$ cat config.mk
export PLATFORM = sky130hd
export DESIGN_NAME = dual_port_ram_param
export DESIGN_NICKNAME = d
export VERILOG_FILES = /design/src/rtl/dpram_pkg.sv /design/src/rtl/dpram_init_seq.sv /design/src/rtl/dual_port_ram_param.sv
export SDC_FILE = /design/constraint.sdc
export NUM_CORES = 1
export LEC_CHECK = 0
export BUFFER_PORTS_ARGS = -buffer_cell sky130_fd_sc_hd__buf_2
export CORE_MARGIN = 2
export CORE_UTILIZATION = 55
export DETAILED_ROUTE_END_ITERATION = 10
export MAX_ROUTING_LAYER = met4
export PLACE_DENSITY_LB_ADDON = 0.08
export SLEW_MARGIN = 20
export SYNTH_ARGS = -nofsm -noshare
export SYNTH_HDL_FRONTEND = slang
export SYNTH_SLANG_ARGS = --single-unit
export TNS_END_PERCENT = 5
$ cat constraint.sdc
create_clock -name clk -period 5 [get_ports clk]
set_clock_uncertainty 0.05 [all_clocks]
set_input_delay 0.75 -clock clk [delete_from_list [all_inputs] [get_ports clk]]
set_output_delay 0.75 -clock clk [all_outputs]
set_load 0.005 [all_outputs]
$ cat src/rtl/dpram_pkg.sv
// Shared types and constants for the parametrised dual-port RAM.
package dpram_pkg;

    typedef enum logic {
        ST_INIT  = 1'b0,
        ST_READY = 1'b1
    } dpram_state_t;

    localparam logic RW_READ  = 1'b0;
    localparam logic RW_WRITE = 1'b1;

endpackage

$ cat src/rtl/dpram_init_seq.sv
// Post-reset clear sequencer: sweeps every address once, then raises ready.
module dpram_init_seq
    import dpram_pkg::*;
#(
    parameter int unsigned ADDR_W = 2
) (
    input  logic              clk,
    input  logic              rst,
    output logic              ready_o,
    output logic              init_we_o,
    output logic [ADDR_W-1:0] init_addr_o
);

    dpram_state_t      state_q;
    logic [ADDR_W-1:0] ptr_q;
    logic              ready_q;

    always_ff @(posedge clk or posedge rst) begin
        if (rst) begin
            state_q <= ST_INIT;
            ptr_q   <= '0;
            ready_q <= 1'b0;
        end else begin
            case (state_q)
                ST_INIT: begin
                    ptr_q <= ptr_q + ADDR_W'(1);
                    if (ptr_q == '1) begin
                        state_q <= ST_READY;
                        ready_q <= 1'b1;
                    end
                end
                ST_READY: ;
                default: begin
                    state_q <= ST_INIT;
                    ready_q <= 1'b0;
                end
            endcase
        end
    end

    assign ready_o     = ready_q;
    assign init_we_o   = (state_q == ST_INIT);
    assign init_addr_o = ptr_q;

endmodule

$ cat src/rtl/dual_port_ram_param.sv
// True dual-port synchronous RAM with clear sweep, collision arbitration and counter.
// Define DPRAM_BYPASS_EN for write-first forwarding on write-read collisions.
module dual_port_ram_param
    import dpram_pkg::*;
#(
    parameter int unsigned          DATA_W   = 4,
    parameter int unsigned          ADDR_W   = 2,
    parameter bit                   PRIO_A   = 1'b1,
    parameter logic [DATA_W-1:0]    INIT_VAL = '0,
    parameter int unsigned          CNT_W    = 8
) (
    input  logic              clk,
    input  logic              rst,
    input  logic              en_A,
    input  logic              en_B,
    input  logic              R_W_A,
    input  logic              R_W_B,
    input  logic [ADDR_W-1:0] address_A,
    input  logic [ADDR_W-1:0] address_B,
    input  logic [DATA_W-1:0] data_in_A,
    input  logic [DATA_W-1:0] data_in_B,
    output logic [DATA_W-1:0] data_out_A,
    output logic [DATA_W-1:0] data_out_B,
    output logic              valid_A,
    output logic              valid_B,
    output logic              ready,
    output logic              collision,
    output logic [CNT_W-1:0]  collision_count
);

    localparam int unsigned DEPTH = 2 ** ADDR_W;

    logic [DATA_W-1:0] mem_q [DEPTH];

    logic              ready_w;
    logic              init_we;
    logic [ADDR_W-1:0] init_addr;

    logic              same_addr, wr_A, wr_B, rd_A, rd_B, ww_coll, we_A, we_B;
    logic              coll_d;
    logic [DATA_W-1:0] rdata_A_d, rdata_B_d;
    logic [CNT_W-1:0]  cnt_d;

    logic [DATA_W-1:0] data_out_A_q, data_out_B_q;
    logic              valid_A_q, valid_B_q, collision_q;
    logic [CNT_W-1:0]  cnt_q;

    dpram_init_seq #(.ADDR_W(ADDR_W)) u_init (
        .clk         (clk),
        .rst         (rst),
        .ready_o     (ready_w),
        .init_we_o   (init_we),
        .init_addr_o (init_addr)
    );

    always_comb begin
        same_addr = (address_A == address_B);
        wr_A      = ready_w & en_A & (R_W_A == RW_WRITE);
        wr_B      = ready_w & en_B & (R_W_B == RW_WRITE);
        rd_A      = ready_w & en_A & (R_W_A == RW_READ);
        rd_B      = ready_w & en_B & (R_W_B == RW_READ);
        ww_coll   = wr_A & wr_B & same_addr;
        // the losing port's write is suppressed so only one write hits the word
        we_A      = wr_A & ~(ww_coll & ~PRIO_A);
        we_B      = wr_B & ~(ww_coll & PRIO_A);
        coll_d    = ready_w & en_A & en_B & same_addr & (wr_A | wr_B);

        rdata_A_d = mem_q[address_A];
        rdata_B_d = mem_q[address_B];
`ifdef DPRAM_BYPASS_EN
        if (we_B && same_addr) rdata_A_d = data_in_B;
        if (we_A && same_addr) rdata_B_d = data_in_A;
`endif

        cnt_d = cnt_q;
        if (coll_d && (cnt_q != '1)) cnt_d = cnt_q + CNT_W'(1);
    end

    always_ff @(posedge clk) begin
        if (init_we) begin
            mem_q[init_addr] <= INIT_VAL;
        end else begin
            if (we_A) mem_q[address_A] <= data_in_A;
            if (we_B) mem_q[address_B] <= data_in_B;
        end
    end

    always_ff @(posedge clk or posedge rst) begin
        if (rst) begin
            data_out_A_q <= '0;
            data_out_B_q <= '0;
            valid_A_q    <= 1'b0;
            valid_B_q    <= 1'b0;
            collision_q  <= 1'b0;
            cnt_q        <= '0;
        end else begin
            if (rd_A) data_out_A_q <= rdata_A_d;
            if (rd_B) data_out_B_q <= rdata_B_d;
            valid_A_q   <= rd_A;
            valid_B_q   <= rd_B;
            collision_q <= coll_d;
            cnt_q       <= cnt_d;
        end
    end

    assign data_out_A      = data_out_A_q;
    assign data_out_B      = data_out_B_q;
    assign valid_A         = valid_A_q;
    assign valid_B         = valid_B_q;
    assign ready           = ready_w;
    assign collision       = collision_q;
    assign collision_count = cnt_q;

endmodule

==> results.py <==
metrics = {
    "worst_setup_path": {
        "reg2regPathDepth": 4,
        "path_class": "in -> reg",
        "r2r_start": "u_init.ready_o",
        "critPathArrivalTime_ns": 2.10,
        "regToRegSetupSlack_ns": 2.99,
        "required_ns": 4.92,
        "critPathLaunchType": "input pin",
        "crit_path_end_kind": "register",
        "crit_path_max_fanout": 9,
        "reg2reg_to": "mem_q[2][1]",
    },
    "floorplanning": {
        "rows": 22,
        "die_width_microns": 65.18,
        "start_util_pct": 56.65,
        "dieArea_sq_um": 4248,
        "die_y_microns": 65.18,
        "core-area_sq_um": 3633,
        "ios": 38,
    },
    "yosys": {
        "synthCells": 142,
        "avgSynthCellArea_sq_um": 14.49,
        "synth_cell_types": 43,
        "ys.flop_type": "dfrtp_1",
        "ys_ff_latch": 39,
        "ys_async_sr_fraction_pct": 58.97,
        "synth_nets": 162,
        "synth_edf_count": 16,
        "yosysTopAreaCellShare_pct": 27.96,
        "ys_seq_area_share_pct": 51.31,
        "yosys_warnings": 0,
        "synth.area.top_cells": "dfrtp_1 28%, edfxtp_1 23%, mux2_2 9.3%",
        "synth.largest_area_cell": "dfrtp_1",
        "synth_area_sq_um": 2058,
    },
    "outcome": {
        "status": "finished, final reports clean",
    },
    "final_layout": {
        "final_cell_mix": "37 x buf_2, 23 x dfrtp_1, 17 x mux2_2, 16 x edfxtp_1",
        "final_area_sq_um": 2333,
        "fin_cells": 228,
        "nets": 199,
        "final_layout_size_suffix_gt1_share_pct": 49.44,
        "diodes": 0,
        "utilization_pct": 64.22,
        "area_delta_synth_final_pct": 13.37,
        "fillers": 297,
        "final_common_cell": "buf_2",
    },
    "sta": {
        "period_share_pct": 43.57,
        "fin_crit_ns": 2.178,
        "holdWs_ns": 0.4534,
        "fmax_mhz": 459.1,
        "fin_tns_setup_ns": 0,
        "setup-violations-final": 0,
        "rsz0062_at_grt": "false",
        "setup_slack_ns": 2.822,
        "maxSlewViolCount": 0,
        "hold_viol": 0,
        "max_slew_margin_pct": 43.11,
        "tightest_slew_ns": 0.8523,
    },
    "clock_network": {
        "post_cts_buffers": 0,
        "cts_tree": "done",
        "clk_path_buf_depth": 2,
        "numClockSinks": 39,
        "clkLatencyLatePin_ns": 0.28,
        "cts_resized": 0,
        "cts_buffers": 5,
        "h-tree-depth": 2,
        "clk_pin_slew_worst_paths_ns": 0.07,
        "ctsHoldBuffers": 0,
        "root_buffer": "clkbuf_8",
    },
    "power": {
        "total_power_mw": 0.6977,
        "ir_drop_mv": 0.1773,
        "power.density_nw_per_um2": 299.0,
        "p_leak_nw": 1.076,
    },
    "placed_design": {
        "io_buffers": 37,
        "placed_area_sq_um": 2242,
        "gp_congestion": 0.8679,
        "pre_cts_ws_ns": 2.522,
        "placedCellCount": 220,
        "hpwl_microns": 2931,
    },
    "global_route": {
        "first_global_vias": 1356,
        "grt_overflow": 0,
        "grt_usage_pct": 20.69,
        "grt_pass1_wl_microns": 6306,
        "antenna_found_initial": 0,
        "grt_max_degree": 24,
    },
    "route": {
        "wl_per_cell_microns": 16.36,
        "first_iter_violations": 48,
        "route.vias.total": 1300,
        "wl_microns": 3729,
        "via_per_inst": 5.702,
        "antenna_left": 0,
        "drt_pass1_iterations": 4,
        "drc": 0,
    },
    "job": {
        "cap_violations": 0,
    },
    "hold_path": {
        "min_from": "data_out_B[2]",
        "hold_end": "data_out_B[2]",
        "whs_path_depth": 1,
        "hold_path.class": "reg -> reg",
    },
}
[critical path, stage by stage]
cell and delay, ns:
buf_2 0.18, xor2_1 0.19, or3b_4 0.40, nand4b_1 0.26
o21ai_0 0.31
[worst max path at each step]
| stage | start | end | slack [ns] | cells past startpoint |
|---|---|---|---|---|
| floorplan | address_B[0] | mem_q[1][0] | 2.67 | 6 |
| global placement | address_A[0] | mem_q[1][3] | 2.56 | 5 |
| detailed placement | address_A[0] | mem_q[2][2] | 2.52 | 5 |
| CTS | address_A[0] | mem_q[2][1] | 2.82 | 5 |
| global route | address_B[0] | mem_q[2][1] | 2.74 | 5 |
| finish | address_A[0] | mem_q[2][1] | 2.82 | 5 |
[final cells by class]
type | instances | area (sq um) | share of cell area (%)
Inverter | 4 | 15.01 | 0.6434
Tap cell | 48 | 60.06 | 2.574
Sequential cell | 39 | 1056 | 45.25
Multi-Input combinational cell | 92 | 925.9 | 39.68
Clock buffer | 7 | 86.33 | 3.700
Timing Repair Buffer | 37 | 185.2 | 7.936
Clock inverter | 1 | 5.005 | 0.2145
[synthesized netlist by cell type, types with 2 or more instances]
cell type,number
dfrtp_1,23
mux2_2,17
edfxtp_1,16
mux2_4,8
mux4_2,8
nand2_1,6
nor2_1,6
xor2_1,6
and3_2,4
buf_6,4
inv_1,4
a21o_1,2
a21oi_1,2
ha_1,2
nand3_1,2
nand4_1,2
nor4_2,2
o21ai_0,2
xnor2_1,2
[metal layers]
| metal | vias up | global-route usage, % | share of wire, % |
|---|---|---|---|
| li1 | 618 | - | - |
| met1 | 636 | 24.27 | 41 |
| met2 | 37 | 34.06 | 52 |
| met3 | 9 | 6.336 | 5.1 |
| met4 | 0 | 7.292 | 2.2 |
| met5 | - | - | 0 |
[flip-flops by register name, indices dropped and copies added, names as in the netlist]
name                cells
mem_q                  16
valid_B                 1
collision_count         8
u_init.ready_o          1
data_out_A              4
valid_A                 1
collision               1
data_out_B              4
u_init.init_addr_o      2
u_init.state_q          1
[logic make-up after synthesis]
| logic type | Yosys count | synth area share [%] |
|---|---|---|
| xor+xnor | 8 | 3.404 |
| compound gates | 14 | 4.803 |
| buf+inv | 11 | 3.708 |
| mux | 35 | 24.92 |
| fa+ha+maj | 2 | 1.216 |
| flops | 39 | 51.31 |
| simple gates | 33 | 10.64 |
[report_power, final]
group / switching, mW / leakage, nW / internal, mW
logic: 0.0499 / 0.576 / 0.0575
clock network: 0.101 / 0.0482 / 0.111
registers: 0.0192 / 0.452 / 0.359
total: 0.170 / 1.08 / 0.528
(Power assumes the default switching activity.)
